--- src/rtl/sum_window_accumulator.sv ---
// Windowed saturating accumulator: sums WINDOW accepted samples and presents
// the total plus a saturation flag on a valid/ready result handshake.
module sum_window_accumulator #(
    parameter int unsigned DATA_W = 8,
    parameter int unsigned ACC_W  = 16,
    parameter int unsigned WINDOW = 4
) (
    input  logic              clk,
    input  logic              rst,
    input  logic [DATA_W-1:0] in_data,
    input  logic              in_valid,
    output logic              in_ready,
    input  logic              clear,
    output logic [ACC_W-1:0]  out_data,
    output logic              out_sat,
    output logic              out_valid,
    input  logic              out_ready
);

    localparam int unsigned CNT_W = (WINDOW > 1) ? $clog2(WINDOW) : 1;
    localparam int unsigned SUM_W = ACC_W + 1;

    typedef enum logic [0:0] {
        ST_ACCUM = 1'b0,
        ST_HOLD  = 1'b1
    } state_t;

    state_t             r_state;
    state_t             w_state_nxt;
    logic [ACC_W-1:0]   r_acc;
    logic [ACC_W-1:0]   w_acc_nxt;
    logic [CNT_W-1:0]   r_cnt;
    logic [CNT_W-1:0]   w_cnt_nxt;
    logic               r_sat;
    logic               w_sat_nxt;
    logic [ACC_W-1:0]   r_out_data;
    logic [ACC_W-1:0]   w_out_data_nxt;
    logic               r_out_sat;
    logic               w_out_sat_nxt;
    logic               r_out_valid;
    logic               w_out_valid_nxt;

    logic               w_accept;
    logic               w_last;
    logic [SUM_W-1:0]   w_sum;
    logic               w_ovf;
    logic [ACC_W-1:0]   w_acc_add;
    logic               w_sat_add;

    assign in_ready  = (r_state == ST_ACCUM) && !clear && !rst;
    assign w_accept  = in_valid && in_ready;
    assign w_last    = (r_cnt == CNT_W'(WINDOW - 1));

    // One-bit-wider add so overflow past 2^ACC_W-1 is visible as the carry.
    assign w_sum     = {1'b0, r_acc} + SUM_W'(in_data);
    assign w_ovf     = w_sum[ACC_W];
    assign w_acc_add = w_ovf ? {ACC_W{1'b1}} : w_sum[ACC_W-1:0];
    assign w_sat_add = r_sat | w_ovf;

    assign out_data  = r_out_data;
    assign out_sat   = r_out_sat;
    assign out_valid = r_out_valid;

    // Next-state and result logic; clear overrides everything except rst.
    always_comb begin
        w_state_nxt     = r_state;
        w_acc_nxt       = r_acc;
        w_cnt_nxt       = r_cnt;
        w_sat_nxt       = r_sat;
        w_out_data_nxt  = r_out_data;
        w_out_sat_nxt   = r_out_sat;
        w_out_valid_nxt = r_out_valid;

        if (clear) begin
            w_state_nxt     = ST_ACCUM;
            w_acc_nxt       = '0;
            w_cnt_nxt       = '0;
            w_sat_nxt       = 1'b0;
            w_out_valid_nxt = 1'b0;
        end else begin
            case (r_state)
                ST_ACCUM: begin
                    w_out_valid_nxt = 1'b0;
                    if (w_accept) begin
                        w_acc_nxt = w_acc_add;
                        w_sat_nxt = w_sat_add;
                        if (w_last) begin
                            w_cnt_nxt       = '0;
                            w_out_data_nxt  = w_acc_add;
                            w_out_sat_nxt   = w_sat_add;
                            w_out_valid_nxt = 1'b1;
                            w_state_nxt     = ST_HOLD;
                        end else begin
                            w_cnt_nxt = r_cnt + CNT_W'(1);
                        end
                    end
                end
                ST_HOLD: begin
                    if (out_ready) begin
                        w_state_nxt     = ST_ACCUM;
                        w_acc_nxt       = '0;
                        w_cnt_nxt       = '0;
                        w_sat_nxt       = 1'b0;
                        w_out_valid_nxt = 1'b0;
                    end
                end
                default: begin
                    w_state_nxt = ST_ACCUM;
                end
            endcase
        end
    end

    always_ff @(posedge clk) begin
        if (rst) begin
            r_state     <= ST_ACCUM;
            r_acc       <= '0;
            r_cnt       <= '0;
            r_sat       <= 1'b0;
            r_out_data  <= '0;
            r_out_sat   <= 1'b0;
            r_out_valid <= 1'b0;
        end else begin
            r_state     <= w_state_nxt;
            r_acc       <= w_acc_nxt;
            r_cnt       <= w_cnt_nxt;
            r_sat       <= w_sat_nxt;
            r_out_data  <= w_out_data_nxt;
            r_out_sat   <= w_out_sat_nxt;
            r_out_valid <= w_out_valid_nxt;
        end
    end

endmodule
--- config.mk ---
export PLATFORM = sky130hd
export DESIGN_NAME = sum_window_accumulator
export DESIGN_NICKNAME = d
export VERILOG_FILES = /design/src/rtl/sum_window_accumulator.sv
export SDC_FILE = /design/constraint.sdc
export NUM_CORES = 1
export LEC_CHECK = 0
export CAP_MARGIN = 20
export CORE_AREA = 3 3 97 53
export CTS_CLUSTER_DIAMETER = 30
export DETAILED_ROUTE_END_ITERATION = 8
export DIE_AREA = 0 0 100 56
export HOLD_SLACK_MARGIN = 0.08
export PLACE_DENSITY = 0.69
export REMOVE_ABC_BUFFERS = 1
export SYNTH_ARGS = -nofsm -noshare
export SYNTH_HDL_FRONTEND = slang
export SYNTH_SLANG_ARGS = --single-unit
--- constraint.sdc ---
create_clock -name clk -period 2.35 [get_ports clk]
set_input_delay 0.235 -clock clk [delete_from_list [all_inputs] [get_ports clk]]
set_output_delay 0.235 -clock clk [all_outputs]
set_load 0.02 [all_outputs]
Yosys cells after proc, flatten, opt, wreduce, memory -nomap -nowiden

Index checks and enable logic that the tools add are counted.

Add/sub/neg operators: 2
Equality and inequality tests: 3
Multiplexer cells: 16
Bitwise operators: 3
Reduce and logical (&&, ||, !) cells: 8

Operators with widths:

| cell                  | count |
|---|---|
| $mux W16              | 3 |
| $pmux W16 S2          | 1 |
| $add A16 B8 Y17       | 1 |
| $mux W2               | 3 |
| $pmux W1 S2           | 3 |
| $mux W1               | 5 |
| $ne A2 B2 Y1 const B  | 2 |
| $pmux W2 S2           | 1 |
| $reduce_and A4 Y1     | 1 |
| $logic_and A1 B1 Y1   | 3 |
| $add A2 B1 Y2 const B | 1 |
| $eq A2 B2 Y1 const B  | 1 |
| $logic_not A1 Y1      | 2 |
| $not A1 Y1            | 2 |
| $reduce_and A2 Y1     | 1 |
| $reduce_or A2 Y1      | 1 |
| $or A1 B1 Y1          | 1 |

Register bits: 38
Input port bits: 13
Output and inout bits: 19
Word-level logic and storage cells: 39

Logic depth before layout (Yosys ltp)

Depth in word-level cells: 6
Gate-level depth with buffers: 8
Mapped depth without buffers: 7

Worst setup path after synthesis

Ideal clock, no wire load.

Kind: flip-flop to flip-flop
Start: register r_acc[0]
End: register r_acc[8]
Library setup time: 0.117 ns
Arrival time: 2.085 ns
Slack: 0.148 ns
Cell stages (with the launch flop): 9
Path buffers: 1
Cells stage by stage: dfxtp_1 > ha_1 > fa_1 > a211oi_2 > nor3_1 > o21ai_1 > buf_2 > o21ai_0 > a22o_1

Cells in the longest elaborated chain, start to end: 4

RTL lines:

| what                     | RTL line | text |
|---|---|---|
| start: declaration       | 30       | `logic [ACC_W-1:0] r_acc;` |
| start signal: assignment | 125      | `r_acc <= w_acc_nxt;` |
| $add A16 B8 Y17          | 55       | `assign w_sum = {1'b0, r_acc} + SUM_W'(in_data);` |
| $mux W16                 | 57       | `assign w_acc_add = w_ovf ? {ACC_W{1'b1}} : w_sum[ACC_W-1:0];` |
| $mux W16                 | 84       | `if (w_accept) begin` |
| $pmux W16 S2             | 81       | `case (r_state)` |

No other way between the ends. The select of a mux whose other input is x is not followed.
A chain may end at the register's enable or synchronous reset.

Worst setup path after layout

Start: input in_data[0]
End: register r_out_data[6], in the netlist out_data[6]

Cells in the longest elaborated chain, start to end: 2

RTL lines:

| what                   | RTL line | text |
|---|---|---|
| start: declaration     | 10       | `input logic [DATA_W-1:0] in_data,` |
| $add A16 B8 Y17        | 55       |  |
| $mux W16               | 57       |  |
| end signal: assignment | 128      | `r_out_data <= w_out_data_nxt;` |
| end: declaration       | 36       | `logic [ACC_W-1:0] r_out_data;` |

No other way between the ends.

==> results <==
-- Yosys cell counts (all sizes together) (2+ instances only) --
| library cell | count | share of area |
|---|---|---|
| xnor2 | 5 | 0.021 |
| a21o | 3 | 0.011 |
| o21a | 2 | 0.0073 |
| and4 | 2 | 0.0085 |
| clkbuf | 5 | 0.0091 |
| o41ai | 4 | 0.017 |
| nor2 | 25 | 0.046 |
| nand2 | 16 | 0.029 |
| a211oi | 9 | 0.035 |
| or2 | 3 | 0.0091 |
| buf | 7 | 0.018 |
| a41oi | 2 | 0.0085 |
| nor4b | 2 | 0.016 |
| ha | 9 | 0.055 |
| o31ai | 4 | 0.015 |
| nand2b | 3 | 0.0091 |
| and3 | 3 | 0.0091 |
| a311oi | 6 | 0.029 |
| a31oi | 2 | 0.0061 |
| and2 | 2 | 0.0073 |
| o211ai | 3 | 0.011 |
| or3 | 3 | 0.012 |
| dfxtp | 38 | 0.37 |
| nand3b | 4 | 0.015 |
| a21oi | 14 | 0.034 |
| o21ai | 20 | 0.049 |
| xor2 | 2 | 0.0085 |
| nor3 | 9 | 0.022 |
| a22o | 5 | 0.021 |
| mux2i | 2 | 0.0097 |
| or3b | 2 | 0.0085 |
| nand3 | 7 | 0.019 |
-- routing by layer --
layer | vias up | wire [um] | GRT usage
met1 | 940 | 2500 | 0.275
met4 | 0 | 89 | 0.0691
li1 | 994 | - | -
met5 | - | 0 | 0
met2 | 54 | 2530 | 0.342
met3 | 10 | 296 | 0.0413
-- power by group --
part / total (uW) / switching (uW) / internal (uW)
Clock: 681 / 256 / 426
Sequential: 655 / 4.81 / 650
Combinational: 190 / 93.5 / 96.8
-- cells by family after synthesis --
group                      after synthesis  share of synthesized area
AOI/OAI and AO/OA                       81                      0.272
xor gates and xnor gates                 7                     0.0298
adders and majority gates               10                     0.0646
buffers and inverters                   13                     0.0292
DFF                                     38                      0.370
muxes                                    2                    0.00974
and+or+nand+nor                         85                      0.224
-- path summary, 6_finish.rpt --
check,startpoint,slack (ps),endpoint
setup / recovery,in_data[0],120,out_data[6]
hold / removal,r_acc[6],450,r_acc[6]
setup reg to reg,r_acc[0],160,out_data[6]
hold reg to reg,r_acc[6],450,r_acc[6]
-- layout make-up --
cell class	count	area (um2)	area share
clock buffer	5	68.8	0.0250
clock inverter	3	68.8	0.0250
inverter	1	3.75	0.00136
multi-input combinational	185	1240	0.451
sequential	38	761	0.276
tap	57	71.3	0.0259
timing repair buffer	58	538	0.195
-- worst min-delay path, delay by kind of cell, from the launching register on --
kind / cells / cell delay [ps]
simple gates: 2 / 90
flops: 1 / 320
-- state kept, by name, indices dropped and copies added (netlist names) --
| register | cells |
|---|---|
| r_acc | 16 |
| out_sat | 1 |
| r_state | 1 |
| out_valid | 1 |
| r_sat | 1 |
| out_data | 16 |
| r_cnt | 2 |
-- metrics by stage --
stage | hold slack (ps) | worst slack [ps] | util
finish | 453 | 121 | 0.637
global route | 497 | 19.1 | 0.637
CTS | 456 | 124 | 0.636
detailed placement | 443 | -197 | 0.604
global placement | 441 | -151 | 0.604
floorplan | 303 | -41.9 | -
-- timing repair --
| action | in CTS | in global routing |
|---|---|---|
| hold buffers | 0 | 0 |
| resized for setup | 0 | 2 |
| setup endpoints to repair | 0 | 6 |
==> qor.csv <==
metric,value,unit
run_status,completed,
mostFrequentLayoutCells,"dfxtp_1 (38), clkdlybuf4s50_1 (31), nor2_1 (25), buf_4 (25), o21ai_0 (19)",
cp.required,2540,ps
powerDensity,555,nW/um2
final_cells,347,
period_share,0.948,
via_count,1998,
track_usage,0.209,
cts-htree-levels,2,
grt_pass1_wl,9350,um
insertedDiodeCount,0,
synthDistinctLibCells,54,
post_drt_wl_per_cell,15.6,um
cts_tree,yes,
setup_tns,0,ps
netlist_area,2050,um2
synth-seq-area-share,0.370,
async_flop_share,0,
leakagePower,0.00101,uW
drv_slew,0,
finClkSkew,2.87,ps
n_fill_cell,385,
slowest_delay,450,ps
drt_iter0_drc,95,
rr_worst_depth,8,
gp_congestion,0.833,
die-width,100,um
cts_made_buffers,5,
grt_max_degree,31,
cp_data_arrival_time,2420,ps
critPathMostFrequentCell,nor3_1,
synthCells,236,
clkSinkCount,38,
maxSlewHeadroom,0.556,
dr.pass1.iters,4,
clock_latency,300,ps
crit_path_end_kind,register,
finalHoldViolations,0,
cts_setup_buffers,0,
layout_commonest_cell,dfxtp_1,
min-delay-path-class,reg -> reg,
die_area,5600,um2
drive_gt1_frac,0.162,
avgSynthCellArea,8.71,um2
ant_nets,0,
min_period,2230,ps
synth-seq-cells,38,
vias_per_cell,5.76,
maxCapViolations,0,
placed_area,2610,um2
clock_path_buffers,2,
cpMaxStageDelayCell,or3b_2,
route.detailed.drc,0,
routed_wl,5420,um
critPathLaunchType,input port,
cp_max_fo,2,
fin_nets,312,
rows,17,
ys_warn_count,0,
fmax,449,MHz
clk_pin_slew_worst_paths,80,ps
final-setup-viol-count,0,
final_area,2750,um2
io_pins,32,
critPathTopFamily,simple AND/OR/NAND/NOR gates,
area_growth,34.0,%
core_region_area,4320,um2
rsz0062_at_grt,false,
place_inst,339,
total_power,1530,uW
dp_hpwl,3860,um
cts-root-buf,clkbuf_8,
tightest_slew,664,ps
die_y,56,um
path_buf_inv,2,
start_util,0.476,
grt.overflow.total,0,
hold_path_depth,2,
critPathKind,in -> reg,
synth_flop_cell,dfxtp_1,
cp.depth,9,
max-vdd-ir-drop,0.240,mV
cp_cell_sequence,clkdlybuf4s50_1 > ha_1 > fa_1 > a211oi_2 > buf_4 > nor4b_1 > or3b_2 > nor3_1 > nor3_1,
antenna_found_initial,0,
portBuffers,31,
grt_pass1_vias,1906,
synth_edf_count,0,
Note: power is estimated with default switching activity, not from simulation.
